$ cat src/rtl/scatter_trig_core.sv
// -----------------------------------------------------------------------------
// scatter_trig_core
//   Cosmic scatter trigger for two bar walls. The chain is:
//   input masking, per-channel pulse stretching, sliding-window ORs per wall,
//   mode selection, and a prescaled, dead-timed trigger FSM that drives a
//   1-cycle trigger pulse and a fixed-length MQDC gate.
//
// Ports:
//   CLK_PCLK_RIGHT  in   200 MHz trigger clock
//   RESET_N         in   asynchronous active-low reset
//   INP             in   bar discriminator inputs (left wall in the low bits)
//   trig_mask       in   per-channel enable (1 = enabled)
//   mode            in   0: L|R, 1: L, 2: R, 3: L&R
//   prescale        in   accept 1 of every N candidates (0 behaves as 1)
//   trig_out        out  1-cycle pulse per accepted trigger
//   gate_out        out  MQDC gate, GATE_LEN cycles
//   busy            out  high while in GATE or HOLD
//   accept_cnt      out  accepted-trigger count (wraps)
//   rate_left/right out  rising-edge counts of L and R
//                        (only when SCATTER_TRIG_RATE_CNT_EN is defined)
//
// Optional feature macro: SCATTER_TRIG_RATE_CNT_EN
// -----------------------------------------------------------------------------
module scatter_trig_core #(
  parameter int N_LEFT   = 18,
  parameter int N_RIGHT  = 28,
  parameter int WIN      = 6,
  parameter int STRETCH  = 6,
  parameter int GATE_LEN = 20,
  parameter int HOLDOFF  = 10,
  parameter int PS_W     = 16
) (
  input  logic                        CLK_PCLK_RIGHT,
  input  logic                        RESET_N,
  input  logic [N_LEFT+N_RIGHT-1:0]   INP,
  input  logic [N_LEFT+N_RIGHT-1:0]   trig_mask,
  input  logic [1:0]                  mode,
  input  logic [PS_W-1:0]             prescale,
  output logic                        trig_out,
  output logic                        gate_out,
  output logic                        busy,
  output logic [31:0]                 accept_cnt
`ifdef SCATTER_TRIG_RATE_CNT_EN
  ,
  output logic [31:0]                 rate_left,
  output logic [31:0]                 rate_right
`endif
);

  // State  | meaning
  // IDLE   | waiting for a candidate rising edge, prescaler active
  // GATE   | gate_out asserted, GATE_LEN cycles
  // HOLD   | dead time after the gate, HOLDOFF cycles
  typedef enum logic [1:0] {
    IDLE = 2'd0,
    GATE = 2'd1,
    HOLD = 2'd2
  } state_t;

  localparam int N = N_LEFT + N_RIGHT;
  localparam int NWL = N_LEFT - WIN + 1;
  localparam int NWR = N_RIGHT - WIN + 1;
  localparam logic [5:0] STR_LD  = 6'(STRETCH);
  localparam logic [7:0] GATE_LD = 8'(GATE_LEN - 1);
  localparam logic [7:0] HOLD_LD = 8'((HOLDOFF == 0) ? 0 : HOLDOFF - 1);
  localparam bit HOLD_EN = (HOLDOFF != 0);

  // Stage 1: masked input sample, plus its previous value for edge detect
  logic [N-1:0] in_q;
  logic [N-1:0] in_d;
  logic [N-1:0] in_rise;

  always_ff @(posedge CLK_PCLK_RIGHT or negedge RESET_N) begin
    if (!RESET_N) begin
      in_q <= '0;
      in_d <= '0;
    end else begin
      in_q <= INP & trig_mask;
      in_d <= in_q;
    end
  end

  assign in_rise = in_q & ~in_d;

  // Stage 2: per-channel retriggerable stretch counters
  logic [5:0]   str_cnt [N];
  logic [N-1:0] str;

  always_ff @(posedge CLK_PCLK_RIGHT or negedge RESET_N) begin
    if (!RESET_N) begin
      for (int i = 0; i < N; i++) str_cnt[i] <= '0;
    end else begin
      for (int i = 0; i < N; i++) begin
        if (in_rise[i])
          str_cnt[i] <= STR_LD;
        else if (str_cnt[i] != 6'd0)
          str_cnt[i] <= str_cnt[i] - 6'd1;
      end
    end
  end

  always_comb begin
    str = '0;
    for (int i = 0; i < N; i++) str[i] = (str_cnt[i] != 6'd0);
  end

  // Sliding windows, kept within their own wall
  logic [NWL-1:0] win_l;
  logic [NWR-1:0] win_r;
  logic           l_or;
  logic           r_or;

  for (genvar j = 0; j < NWL; j++) begin : g_win_l
    assign win_l[j] = |str[j +: WIN];
  end

  for (genvar j = 0; j < NWR; j++) begin : g_win_r
    assign win_r[j] = |str[N_LEFT + j +: WIN];
  end

  assign l_or = |win_l;
  assign r_or = |win_r;

  // Stage 3: mode selection and candidate edge
  logic cand_sel;
  logic cand_q;
  logic cand_d;
  logic cand_rise;

  always_comb begin
    cand_sel = 1'b0;
    case (mode)
      2'd0:    cand_sel = l_or | r_or;
      2'd1:    cand_sel = l_or;
      2'd2:    cand_sel = r_or;
      default: cand_sel = l_or & r_or;
    endcase
  end

  always_ff @(posedge CLK_PCLK_RIGHT or negedge RESET_N) begin
    if (!RESET_N) begin
      cand_q <= 1'b0;
      cand_d <= 1'b0;
    end else begin
      cand_q <= cand_sel;
      cand_d <= cand_q;
    end
  end

  assign cand_rise = cand_q & ~cand_d;

  // Trigger FSM
  state_t          state;
  state_t          state_n;
  logic [7:0]      timer;
  logic [7:0]      timer_n;
  logic [PS_W-1:0] ps_cnt;
  logic [PS_W-1:0] ps_n;
  logic            trig_n;
  logic [31:0]     acc_n;
  logic [PS_W:0]   ps_next;
  logic [PS_W:0]   ps_thr;

  // Widened by one bit so ps_cnt+1 never wraps before the compare
  assign ps_next = {1'b0, ps_cnt} + {{PS_W{1'b0}}, 1'b1};
  assign ps_thr  = (prescale == '0) ? {{PS_W{1'b0}}, 1'b1} : {1'b0, prescale};

  always_ff @(posedge CLK_PCLK_RIGHT or negedge RESET_N) begin
    if (!RESET_N) begin
      state      <= IDLE;
      timer      <= '0;
      ps_cnt     <= '0;
      trig_out   <= 1'b0;
      accept_cnt <= '0;
    end else begin
      state      <= state_n;
      timer      <= timer_n;
      ps_cnt     <= ps_n;
      trig_out   <= trig_n;
      accept_cnt <= acc_n;
    end
  end

  always_comb begin
    state_n = state;
    timer_n = timer;
    ps_n    = ps_cnt;
    trig_n  = 1'b0;
    acc_n   = accept_cnt;
    case (state)
      IDLE: begin
        if (cand_rise) begin
          if (ps_next >= ps_thr) begin
            ps_n    = '0;
            state_n = GATE;
            timer_n = GATE_LD;
            trig_n  = 1'b1;
            acc_n   = accept_cnt + 32'd1;
          end else begin
            ps_n = ps_next[PS_W-1:0];
          end
        end
      end
      GATE: begin
        if (timer == 8'd0) begin
          if (HOLD_EN) begin
            state_n = HOLD;
            timer_n = HOLD_LD;
          end else begin
            state_n = IDLE;
          end
        end else begin
          timer_n = timer - 8'd1;
        end
      end
      HOLD: begin
        if (timer == 8'd0)
          state_n = IDLE;
        else
          timer_n = timer - 8'd1;
      end
      default: begin
        state_n = IDLE;
        timer_n = '0;
      end
    endcase
  end

  // Decoded from state so both drop as soon as reset asserts
  assign gate_out = (state == GATE);
  assign busy     = (state == GATE) || (state == HOLD);

`ifdef SCATTER_TRIG_RATE_CNT_EN
  logic l_d;
  logic r_d;

  always_ff @(posedge CLK_PCLK_RIGHT or negedge RESET_N) begin
    if (!RESET_N) begin
      l_d        <= 1'b0;
      r_d        <= 1'b0;
      rate_left  <= '0;
      rate_right <= '0;
    end else begin
      l_d <= l_or;
      r_d <= r_or;
      if (l_or && !l_d) rate_left  <= rate_left + 32'd1;
      if (r_or && !r_d) rate_right <= rate_right + 32'd1;
    end
  end
`endif

endmodule
$ cat config.mk
export PLATFORM = sky130hd
export DESIGN_NAME = scatter_trig_core
export DESIGN_NICKNAME = d
export VERILOG_FILES = /design/src/rtl/scatter_trig_core.sv
export SDC_FILE = /design/constraint.sdc
export NUM_CORES = 1
export LEC_CHECK = 0
export ABC_AREA = 1
export CAP_MARGIN = 20
export CORE_MARGIN = 2
export CORE_UTILIZATION = 54
export CTS_CLUSTER_SIZE = 40
export DETAILED_ROUTE_END_ITERATION = 10
export GPL_TIMING_DRIVEN = 0
export PLACE_DENSITY_LB_ADDON = 0.3
export RECOVER_POWER = 100
export SLEW_MARGIN = 40
export SYNTH_ARGS = -nofsm -noshare
export SYNTH_HDL_FRONTEND = slang
export SYNTH_SLANG_ARGS = --single-unit
$ cat constraint.sdc
create_clock -name CLK_PCLK_RIGHT -period 2.6 [get_ports CLK_PCLK_RIGHT]
set_input_delay 0.26 -clock CLK_PCLK_RIGHT [delete_from_list [all_inputs] [get_ports CLK_PCLK_RIGHT]]
set_output_delay 0.26 -clock CLK_PCLK_RIGHT [all_outputs]
set_load 0.03 [all_outputs]
==> results.toml <==
[outcome]
status = "complete, but fails checks"
violations = "capacitance limit, slew limit, setup timing"

[run]
cap_violations = 1

[power]
p_leak_nw = 12.78
vdd_drop_max_v = 0.0005264
cellPowerDensity_nw_per_um2 = 977.4

[clocking]
clock_path_buffers = 3
cts_buffers = 47
htree_levels = 2
cts_tree = "built"
path_clk_slew_ns = 0.06
root_buffer = "clkbuf_16"
clk_latency_ns = 0.58
cts.sinks = 429

[worst_setup_path]
cp_cell_sequence = "ha_4 > nand2_4 > nor2_4 > nand2_4 > inv_2 > nand2_4 > nor2_4 > xor2_2 > ha_1 > nand2_1 > nand2_1 > a21oi_2 > o21ai_2 > nor2_4 > nand2_4 > nand2_8 > clkinv_8 > clkbuf_16 > nand2_2 > nand2_1"
max_stage_delay_ns = 0.45
cp.arrival_ns = 3.31
crit_type = "flip-flop to flip-flop"
crit_path_frequent_cell = "nand2_4"
crit_fanout = 6
cp_slowest_cell = "dfrtp_2"
cp-end-kind = "flip-flop"
crit_required_ns = 3.05
start_kind = "flip-flop"

[global_routing]
grt_antenna_before_repair = 0
grt_pass1_wl_um = 71900
grtUsageMet1_pct = 25.76
grtUsageMet3_pct = 3.531
grt_max_degree = 78
track_usage_pct = 20.78
busiest_layer = "met2"
grt_pass1_vias = 16670
met2_usage_pct = 36.62
grt_overflow = 0

[final_layout]
drive_gt1_share_pct = 8.197
area_delta_synth_final_pct = 21.10
stdcell_area_um2 = 25230
nNetsFinal = 2891
antenna_cells = 0

[sta]
whs_ns = 0.1962
hold_viol = 0
slew_headroom_pct = -9.358
postLayoutSetupSlackWorst_ns = -0.2663
grt_setup_unrepaired = "true"
clock.fmax_mhz = 348.9
drv_slew = 67
fin_crit_ns = 2.866
worstMarginPinSlew_ns = 1.640
setup_viol = 59
finClkSkew_ns = 0.02827
fin_crit_sh_pct = 110.2
setup_tns_ns = -12.20

[synthesis]
synth-seq-cells = 429
ys_types = 35
syn_area_um2 = 20830
synth_cells = 2486
postSynthAreaPerCell_um2 = 8.379
synth_flop_cell = "dfrtp_1"
synth_edf_count = 0
syn-num-nets = 2667
synth_warnings = 0
ys_top_cells_by_area = "dfrtp_1, nand2_1, inv_1"
synth_top_area_share_pct = 51.54
async_flop_share_pct = 100.0
yosysSeqAreaShare_pct = 51.54
synth_top_cell_by_area = "dfrtp_1"

[floorplan]
ios = 147
die_h_um = 200.4
num_rows = 71
die_x_um = 200.4
core_area_um2 = 37840
die_area_um2 = 40160
start_util_pct = 55.04

[place]
dpl-instance-area_um2 = 23070
place.gp.congestion = 0.9033
dp_hpwl_um = 28320
io_buffers = 146
dp_slack_ns = -0.3759

[min_path]
hold_class = "primary input to flip-flop"

[routing]
dr.pass1.iters = 5
wirelength_um = 40970
drt_iter0_markers = 892
drc = 0
postRouteAntennaNets = 0
viasPerCell = 5.103
dr_total_vias = 16620
avgRoutedWirePerCell_um = 12.58
## power by group
| group | total (mW) | switching, mW | internal (mW) |
|---|---|---|---|
| combinational | 7.85 | 4.71 | 3.14 |
| clock | 6.66 | 2.64 | 4.02 |
| sequential | 10.1 | 1.34 | 8.80 |
| total | 24.7 | 8.69 | 16.0 |
## worst max-delay path, delay by kind of cell (launching register included)
family	cells	cell delay, ns
compound gates	2	0.24
xor+xnor	1	0.17
simple gates	12	1.11
fa+ha+maj	2	0.43
buf+inv	3	0.33
flops	1	0.45
## cell families after synthesis
kind of cell	Yosys count	synth area share, %
buffers and inverters	505	9.310
DFF	429	51.54
xor gates and xnor gates	108	4.541
adders and majority gates	69	4.145
and+or+nand+nor	1056	21.28
AOI/OAI and AO/OA	319	9.184
## final timing paths
path / from / depth (start not counted) / slack [ns] / endpoint
min in group asynchronous: RESET_N / 2 / 0.66 / str_cnt[43]
max reg2reg: ps_cnt[0] / 20 / -0.27 / accept_cnt[9]
min: trig_mask[13] / 3 / 0.20 / in_q[13]
max in group asynchronous: RESET_N / 3 / 0.50 / ps_cnt[0]
max: ps_cnt[0] / 20 / -0.27 / accept_cnt[9]
min reg2reg: in_q[25] / 0 / 0.37 / in_d[25]
## flip-flops by register name (all words and copies together) (netlist names)
name	count
ps_cnt	16
trig_out	1
in_d	46
cand_d	1
state	2
accept_cnt	32
cand_q	1
in_q	46
str_cnt	276
timer	8
## per-layer routing
layer	wire length [µm]	up-vias
li1	-	8342
met1	17640	7870
met2	20560	337
met3	1861	67
met4	912	0
met5	0	-
## cells in the mapped netlist, types with 6 or more instances
| master | n |
|---|---|
| nor3_1 | 50 |
| xnor2_1 | 23 |
| a22oi_1 | 8 |
| o21ai_0 | 85 |
| nand3_1 | 122 |
| nor2_1 | 286 |
| inv_1 | 495 |
| ha_1 | 69 |
| o31ai_1 | 6 |
| a21oi_1 | 93 |
| a31oi_1 | 25 |
| o21ai_2 | 8 |
| nand2_1 | 507 |
| nand4_1 | 51 |
| o211ai_1 | 49 |
| a211oi_1 | 35 |
| or2_2 | 25 |
| o21ai_1 | 7 |
| xor2_1 | 85 |
| dfrtp_1 | 429 |
## repair_timing
action | in CTS | in global routing
hold endpoints to repair | 61 | 0
endpoints found under the setup margin | 59 | 59
pin swaps | 7 | 28
resized for setup | 46 | 73
hold buffers | 1 | 0
gates cloned | 1 | 5
setup buffers | 13 | 5
## stage by stage
stage               util, %  instances  power [mW]
global placement      60.59       3143       17.33
finish                66.66       3256       24.66
global route          66.66       3256       26.72
CTS                   65.91       3247       24.86
detailed placement    60.97       3148       17.91
floorplan                 -       2486       15.89
## cells in the final DEF (no fill, tap or decap), types with 64 or more instances in the layout
master	n
inv_1	492
o21ai_0	83
dfrtp_1	427
a21oi_1	92
nor2_1	278
clkdlybuf4s50_1	64
ha_1	66
nand3_1	120
xor2_1	81
nand2_1	460
dlygate4sd3_1	82
## final cells by class
cell class	instances	area, µm²
inverter	496	1874
clock inverter	10	165.2
clock buffer	74	1409
multi-input combinational	1552	8503
timing repair buffer	175	1790
timing repair inverter	1	8.758
sequential	429	10740
fill	2980	12620
tap	511	639.4
buffer	8	97.59
Power figures use the tool's default switching activity.
